## src/rtl/bifrost_irq_pkg.sv

```systemverilog
// bifrost_irq_pkg: register offsets, VECTOR layout and the priority encoder
// shared by the BIFROST interrupt controller.
package bifrost_irq_pkg;

    // Register offsets inside the interrupt controller window
    localparam logic [2:0] IRQ_RAW     = 3'd0;
    localparam logic [2:0] IRQ_PENDING = 3'd1;
    localparam logic [2:0] IRQ_ENABLE  = 3'd2;
    localparam logic [2:0] IRQ_MODE    = 3'd3;
    localparam logic [2:0] IRQ_VECTOR  = 3'd4;
    localparam logic [2:0] IRQ_FORCE   = 3'd5;

    // VECTOR register layout: {any, 4'b0, idx[2:0]}
    localparam int VEC_ANY_BIT = 7;
    localparam int VEC_IDX_MSB = 2;
    localparam int VEC_IDX_LSB = 0;

    // Lowest set bit wins (bit 0 = highest priority); 0 when nothing is set
    function automatic logic [2:0] irq_prio_idx(input logic [7:0] req);
        logic [2:0] idx;
        idx = 3'd0;
        for (int i = 7; i >= 0; i--) begin
            if (req[i]) begin
                idx = 3'(i);
            end
        end
        return idx;
    endfunction

    // Build the VECTOR read value from the masked pending set
    function automatic logic [7:0] irq_vector(input logic [7:0] masked);
        logic [7:0] v;
        v = 8'h00;
        v[VEC_ANY_BIT] = |masked;
        v[VEC_IDX_MSB:VEC_IDX_LSB] = irq_prio_idx(masked);
        return v;
    endfunction

endpackage

```

## src/rtl/bifrost_irq_sync.sv

```systemverilog
// bifrost_irq_sync: WIDTH-bit wide, STAGES-deep synchroniser for the
// asynchronous interrupt sources. Clears to 0 (inactive) on reset.
module bifrost_irq_sync #(
    parameter int WIDTH  = 8,
    parameter int STAGES = 2
) (
    input  logic             clock,
    input  logic             reset,
    input  logic [WIDTH-1:0] din,
    output logic [WIDTH-1:0] dout
);

    logic [STAGES-1:0][WIDTH-1:0] chain;

    // Shift the sampled sources down the flop chain each clock
    always_ff @(posedge clock or posedge reset) begin
        if (reset) begin
            chain <= '0;
        end else begin
            chain <= {chain[STAGES-2:0], din};
        end
    end

    assign dout = chain[STAGES-1];

endmodule

```

## src/rtl/bifrost_irq.sv

```systemverilog
// bifrost_irq: parametrised interrupt controller. Up to 8 active-low
// sources are synchronised, latched (edge) or followed (level), masked,
// and combined into one active-low IRQB for the 6502.
//
// Register access: a write commits only on the clock where reg_strobe is
// high with reg_cs_n low and reg_rw low (reg_strobe acts as valid, the
// block is always ready, so every qualified strobe is accepted). Reads are
// combinational from reg_addr and have no side effects.
module bifrost_irq
    import bifrost_irq_pkg::*;
#(
    parameter int         CHANNELS     = 8,
    parameter int         SYNC_STAGES  = 2,
    parameter logic [7:0] RESET_ENABLE = 8'h00
) (
    input  logic                clock,
    input  logic                reset,
    input  logic                reg_cs_n,
    input  logic                reg_rw,
    input  logic                reg_strobe,
    input  logic [2:0]          reg_addr,
    input  logic [7:0]          reg_wdata,
    output logic [7:0]          reg_rdata,
    input  logic [CHANNELS-1:0] irq_in_n,
    output logic                irq_out_n,
    output logic [7:0]          irq_leds
);

    logic [CHANNELS-1:0] act;
    logic [CHANNELS-1:0] prev;
    logic [CHANNELS-1:0] pending;
    logic [CHANNELS-1:0] pending_next;
    logic [CHANNELS-1:0] enable;
    logic [CHANNELS-1:0] mode;
    logic [CHANNELS-1:0] wd;
    logic [CHANNELS-1:0] w1c;
    logic [CHANNELS-1:0] force_set;
    logic [CHANNELS-1:0] mode_arm;
    logic                wr_commit;
    logic [7:0]          raw8;
    logic [7:0]          pend8;
    logic [7:0]          en8;
    logic [7:0]          mode8;

    // Sources are active-low on the pins; the chain carries active-high
    bifrost_irq_sync #(
        .WIDTH  (CHANNELS),
        .STAGES (SYNC_STAGES)
    ) u_sync (
        .clock (clock),
        .reset (reset),
        .din   (~irq_in_n),
        .dout  (act)
    );

    assign wr_commit = reg_strobe & ~reg_cs_n & ~reg_rw;
    assign wd        = reg_wdata[CHANNELS-1:0];

    // Per-register write strobes, already restricted to implemented channels
    always_comb begin
        w1c       = '0;
        force_set = '0;
        mode_arm  = '0;
        if (wr_commit && reg_addr == IRQ_PENDING) begin
            w1c = wd;
        end
        if (wr_commit && reg_addr == IRQ_FORCE) begin
            force_set = wd;
        end
        if (wr_commit && reg_addr == IRQ_MODE) begin
            mode_arm = wd & ~mode;
        end
    end

    // Track the synced level one clock late for rising-edge detection
    always_ff @(posedge clock or posedge reset) begin
        if (reset) begin
            prev <= '0;
        end else begin
            prev <= act;
        end
    end

    // ENABLE and MODE are plain read/write registers
    always_ff @(posedge clock or posedge reset) begin
        if (reset) begin
            enable <= RESET_ENABLE[CHANNELS-1:0];
            mode   <= '0;
        end else if (wr_commit) begin
            if (reg_addr == IRQ_ENABLE) begin
                enable <= wd;
            end
            if (reg_addr == IRQ_MODE) begin
                mode <= wd;
            end
        end
    end

    // Next PENDING: switching a channel to edge clears it; level channels
    // follow act; edge channels latch a rising edge or FORCE, and a new set
    // beats a W1C in the same clock
    always_comb begin
        pending_next = '0;
        for (int i = 0; i < CHANNELS; i++) begin
            if (mode_arm[i]) begin
                pending_next[i] = 1'b0;
            end else if (!mode[i]) begin
                pending_next[i] = act[i];
            end else begin
                pending_next[i] = (act[i] & ~prev[i]) | force_set[i]
                                | (pending[i] & ~w1c[i]);
            end
        end
    end

    // Latch the pending set
    always_ff @(posedge clock or posedge reset) begin
        if (reset) begin
            pending <= '0;
        end else begin
            pending <= pending_next;
        end
    end

    // Zero-extend per-channel state to the 8-bit register view
    always_comb begin
        raw8  = 8'h00;
        pend8 = 8'h00;
        en8   = 8'h00;
        mode8 = 8'h00;
        for (int i = 0; i < CHANNELS; i++) begin
            raw8[i]  = act[i];
            pend8[i] = pending[i];
            en8[i]   = enable[i];
            mode8[i] = mode[i];
        end
    end

    // Register read mux; FORCE and unused offsets read 0
    always_comb begin
        reg_rdata = 8'h00;
        case (reg_addr)
            IRQ_RAW:     reg_rdata = raw8;
            IRQ_PENDING: reg_rdata = pend8;
            IRQ_ENABLE:  reg_rdata = en8;
            IRQ_MODE:    reg_rdata = mode8;
            IRQ_VECTOR:  reg_rdata = irq_vector(pend8 & en8);
            default:     reg_rdata = 8'h00;
        endcase
    end

    // Only flops feed the IRQ output, so it cannot glitch on decode paths
    assign irq_out_n = ~|(pending & enable);
    assign irq_leds  = pend8;

endmodule

```

## config.mk

```make
export PLATFORM = sky130hd
export DESIGN_NAME = bifrost_irq
export DESIGN_NICKNAME = d
export VERILOG_FILES = /design/src/rtl/bifrost_irq_pkg.sv /design/src/rtl/bifrost_irq_sync.sv /design/src/rtl/bifrost_irq.sv
export SDC_FILE = /design/constraint.sdc
export NUM_CORES = 1
export LEC_CHECK = 0
export ABC_AREA = 1
export BUFFER_PORTS_ARGS = -buffer_cell sky130_fd_sc_hd__buf_2
export CORE_ASPECT_RATIO = 0.7
export CORE_MARGIN = 10
export CORE_UTILIZATION = 59
export DETAILED_ROUTE_END_ITERATION = 7
export GPL_TIMING_DRIVEN = 0
export PLACE_DENSITY = 0.85
export REMOVE_ABC_BUFFERS = 1
export SLEW_MARGIN = 20
export SYNTH_ARGS = -nofsm -noshare
export SYNTH_HDL_FRONTEND = slang
export SYNTH_SLANG_ARGS = --single-unit
```

## constraint.sdc

```tcl
create_clock -name clock -period 4.25 [get_ports clock]
set_input_delay 0.85 -clock clock [delete_from_list [all_inputs] [get_ports clock]]
set_output_delay 0.85 -clock clock [all_outputs]
set_load 0.02 [all_outputs]
```

Word-level counts from Yosys, hierarchy flattened
Cells that the tools add are included.
{"block": "word_totals", "reg_bits": 48, "elab_cells": 103, "ram_bits": 0, "output_inout_bits": 17, "romBits": 0, "mem_count": 0, "latchBits": 0, "inputBits": 24}
{"block": "classes", "n_reduce_logical": 8, "n_eq_ne": 5, "n_mul": 0, "muxes": 28, "n_addsub": 0, "bitwise_logic": 56, "div": 0, "n_lt_le_gt_ge": 0, "shifts": 0}
{"cell": "$pmux W8 S5", "count": 1}
{"cell": "$mux W3", "count": 8}
{"cell": "$mux W8", "count": 3}
{"cell": "$and A1 B1 Y1", "count": 18}
{"cell": "$not A1 Y1", "count": 18}
{"cell": "$and A8 B8 Y8", "count": 2}
{"cell": "$mux W1", "count": 16}
{"cell": "$not A8 Y8", "count": 2}
{"cell": "$or A1 B1 Y1", "count": 16}
{"cell": "$reduce_or A8 Y1", "count": 1}
{"cell": "$eq A3 B2 Y1 const B", "count": 2}
{"cell": "$eq A3 B3 Y1 const B", "count": 2}
{"cell": "$reduce_and A2 Y1", "count": 2}
{"cell": "$eq A3 B1 Y1 const B", "count": 1}
{"cell": "$logic_and A1 B1 Y1", "count": 3}
{"cell": "$logic_not A3 Y1", "count": 1}
{"cell": "$logic_not A1 Y1", "count": 1}

Logic depth before layout (Yosys ltp)
{"block": "depth", "depth_word": 10, "depth_mapped": 10}

By module
From an unflattened synthesis, not the netlist that was laid out.
{"block": "unflattened", "cells_unflattened": 275, "hier_area_um2": 2275.9}
{"module": "bifrost_irq", "area_each_um2": 1811.7, "seq_area_each_um2": 800.8, "n_inst": 1, "cells_each": 250}
{"module": "bifrost_irq_sync", "area_each_um2": 464.2, "seq_area_each_um2": 400.4, "n_inst": 1, "cells_each": 25}

Least setup slack after synthesis
No wires, ideal clock.
{"block": "synth_timing", "path_type": "input to output", "from": "in reg_addr[2]", "to": "out reg_rdata[7]", "required_time_ns": 3.400, "t_arrival_ns": 1.687, "slack_ns": 1.713, "path_stages": 5, "path_cell_list": "buf_6 nor3_4 and2_2 nor3_1 nand2_1"}
{"block": "synth_via", "elab_chain_cells": 2}
{"element": "start: declaration", "line": "bifrost_irq.sv:21", "text": "input logic [2:0] reg_addr,"}
{"element": "$eq A3 B3 Y1 (tied with other cells)", "line": "bifrost_irq.sv:142", "text": "case (reg_addr)"}
{"element": "$pmux W8 S5 (*)", "line": "bifrost_irq.sv:142"}
{"element": "end: declaration", "line": "bifrost_irq.sv:23", "text": "output logic [7:0] reg_rdata,"}
Every way passes the cells marked *; elsewhere a longest branch is shown, timed or not.

Final worst setup path
{"block": "layout_timing", "from": "in reg_addr[1]", "to": "out reg_rdata[5]"}
The elaborated chain is that of the path after synthesis.

==> out/metrics.cfg <==
[setup_path]
end_kind=output port
crit_required_ns=3.40
crit_path_max_fanout=6
path_cells=buf_2, nor2_1, nand2_1, o2111ai_1, buf_2
path_buf_inv=2
slowest_stage=nor2_1
critPathKind=in -> out
max_stage_delay_ns=0.28
start_kind=input pin
crit_path_frequent_cell=buf_2
crit_family=simple AND/OR/NAND/NOR gates
worstPathArrival_ns=2.03

[detailed_routing]
drc=0
drt-total-wl_um=5120
vias_per_cell=5.22
final_antenna_net_count=0
vias=1886
wl_per_cell_um=14.2
dr.pass1.iters=4
drt_first_iter_violations=132

[floorplanning]
die_y_um=71.6
io_pins=41
dieWidth_um=93.7
coreArea_sq_mm=0.00360
rows=18
initial_core_util_pct=62.3
die_area_sq_mm=0.00671

[power_and_ir_drop]
seqPwrFrac_pct=50.4
p_clk_share_pct=24.8
ir_drop_mv=0.342
intPower_mw=0.753
power.density_mw_per_mm2=440
switchingPower_mw=0.388
p_sw_share_pct=34.0
pwr-share-comb_pct=24.8
p_leak_nw=1.42

[finish]
fin_util_pct=71.9
antennaDiodeCount=0
drive_gt1_share_pct=23.5
syn2layout_area_growth_pct=15.4
fin_nets=334
fin_area_sq_mm=0.00259

[timing]
finalSetupViolCount=0
fin_setup_tns_ns=0
hold_violations=0
whs_ns=0.354
drv_slew=0
min_period_ns=2.88
clock_skew_ns=0.00424
slew_headroom_pct=49.9
post-route-period-util_pct=67.9
fmax_mhz=347
rsz0062_at_grt=false
tightest_slew_ns=0.748

[cts]
hold_buffers=0
h-tree-depth=2
cts_sinks=48
cts_buffers=5
clock-root-buffer=clkbuf_8
clock_latency_ns=0.30
clockBufferDepth=2
cts_tree=done
path_clk_slew_ns=0.08
ctsResizeCount=0
cts_setup_buffers=0

[logic_synthesis]
yosys.area.top_type=dfrtp_1
synthCells=265
synthTopCellsByArea=dfrtp_1 53%, nand2_1 15%, inv_1 7.4%, o21ai_2 3.5%, a21oi_1 3.1%
synth_common_cells=88 x nand2_1, 48 x dfrtp_1, 44 x inv_1
yosysMostFrequentCell=nand2_1
synth_top_area_share_pct=53.5
ys_types=25
ys_seq_area_share_pct=53.5
synth_enable_flop_cells=0
synth-async-reset-ratio_pct=100
yosys_warnings=0
syn_avg_cell_area_sq_um=8.48
ys_ff_latch=48
syn-cell-area_sq_mm=0.00225
synth_ff_type=dfrtp_1

[grt]
antenna_found_initial=0
grt_pass1_wl_um=8440
overflow=0
grt_util_all_layers_pct=15.6
grt_max_degree=34
grt_pass1_vias=1849

[place]
portBuffers=40
place_area_sq_mm=0.00249
gp_congestion=0.877
hpwl_um=3800

[outcome]
outcome=completed

[worst_hold_path]
hp-class=reg -> reg

[flow_run]
drv_cap=0

cell type report:
type	instances	area (sq um)
multi-input cells	167	835
well taps	50	62.6
clock buffers	6	82.6
fillers	275	1010
clock inverters	2	13.8
flip-flops and latches	48	1200
inverters	47	176
repair buffers	41	220
final timing paths:
kind | start | to | slack [ns] | cells after the start
worst max-delay path | reg_addr[1] | reg_rdata[5] | 1.37 | 5
worst min-delay path | u_sync.chain[5] | u_sync.dout[5] | 0.35 | 0
worst max register to register | u_sync.dout[6] | irq_leds[6] | 3.31 | 6
worst min register to register | u_sync.chain[5] | u_sync.dout[5] | 0.35 | 0
max in group asynchronous | reset | irq_leds[7] | 3.27 | 3
min in group asynchronous | reset | u_sync.chain[3] | 0.50 | 2
power groups by stage:
stage / Clock (mW) / Sequential, mW / Combinational, mW
final: 0.283 / 0.575 / 0.283
after global routing: 0.309 / 0.582 / 0.319
after CTS: 0.291 / 0.573 / 0.285
after detailed placement: 0 / 0.583 / 0.281
after global placement: 0 / 0.578 / 0.268
after floorplan: 0 / 0.593 / 0.169
metrics by stage:
stage | setup slack (ns) | std cells | total power, mW
floorplan | 1.75 | 262 | 0.762
global placement | 1.39 | 352 | 0.846
detailed placement | 1.41 | 353 | 0.864
CTS | 1.40 | 361 | 1.15
global route | 1.27 | 361 | 1.21
finish | 1.37 | 361 | 1.14
state kept, by name, indices dropped and copies added (netlist names):
signal and count:
u_sync.dout 8, en8 8, mode 8, irq_leds 8, u_sync.chain 8, prev 8
cells in the final DEF, fill, tap and decap left out, types with 2 or more instances in the layout:
| master | instances |
|---|---|
| nand2_1 | 88 |
| o2111ai_1 | 4 |
| nand2_2 | 4 |
| nand3_1 | 5 |
| o21ai_1 | 7 |
| a21boi_0 | 2 |
| inv_2 | 4 |
| dfrtp_1 | 48 |
| o21ai_0 | 12 |
| nand2_4 | 2 |
| nor2_1 | 8 |
| inv_1 | 43 |
| o21ai_2 | 9 |
| nand4_1 | 2 |
| buf_2 | 40 |
| a21oi_1 | 14 |
| clkbuf_8 | 6 |
| nor3_4 | 2 |
worst reg2reg max path: stages (launching register included):
cell and delay [ns]:
dfrtp_1 0.40, inv_1 0.09, a21oi_1 0.05, a21oi_1 0.13, nand2_1 0.07, nand2_1 0.07, inv_1 0.05
logic make-up after synthesis:
logic type             share of synthesized area [%]
and+or+nand+nor                                 23.5
DFF                                             53.5
buffers and inverters                           9.36
AOI/OAI and AO/OA                               13.7
per-layer routing:
metal  up-vias  share of wire [%]  track usage (%)  wire length (um)
met3         2                8.3             4.58               425
li1        920                  -                -                 -
met4         0               0.21             4.20                11
met5         -                  0                0                 0
met1       890                 43             19.7              2180
met2        74                 49             25.5              2500
No activity file was read; power rests on OpenSTA's default activity.
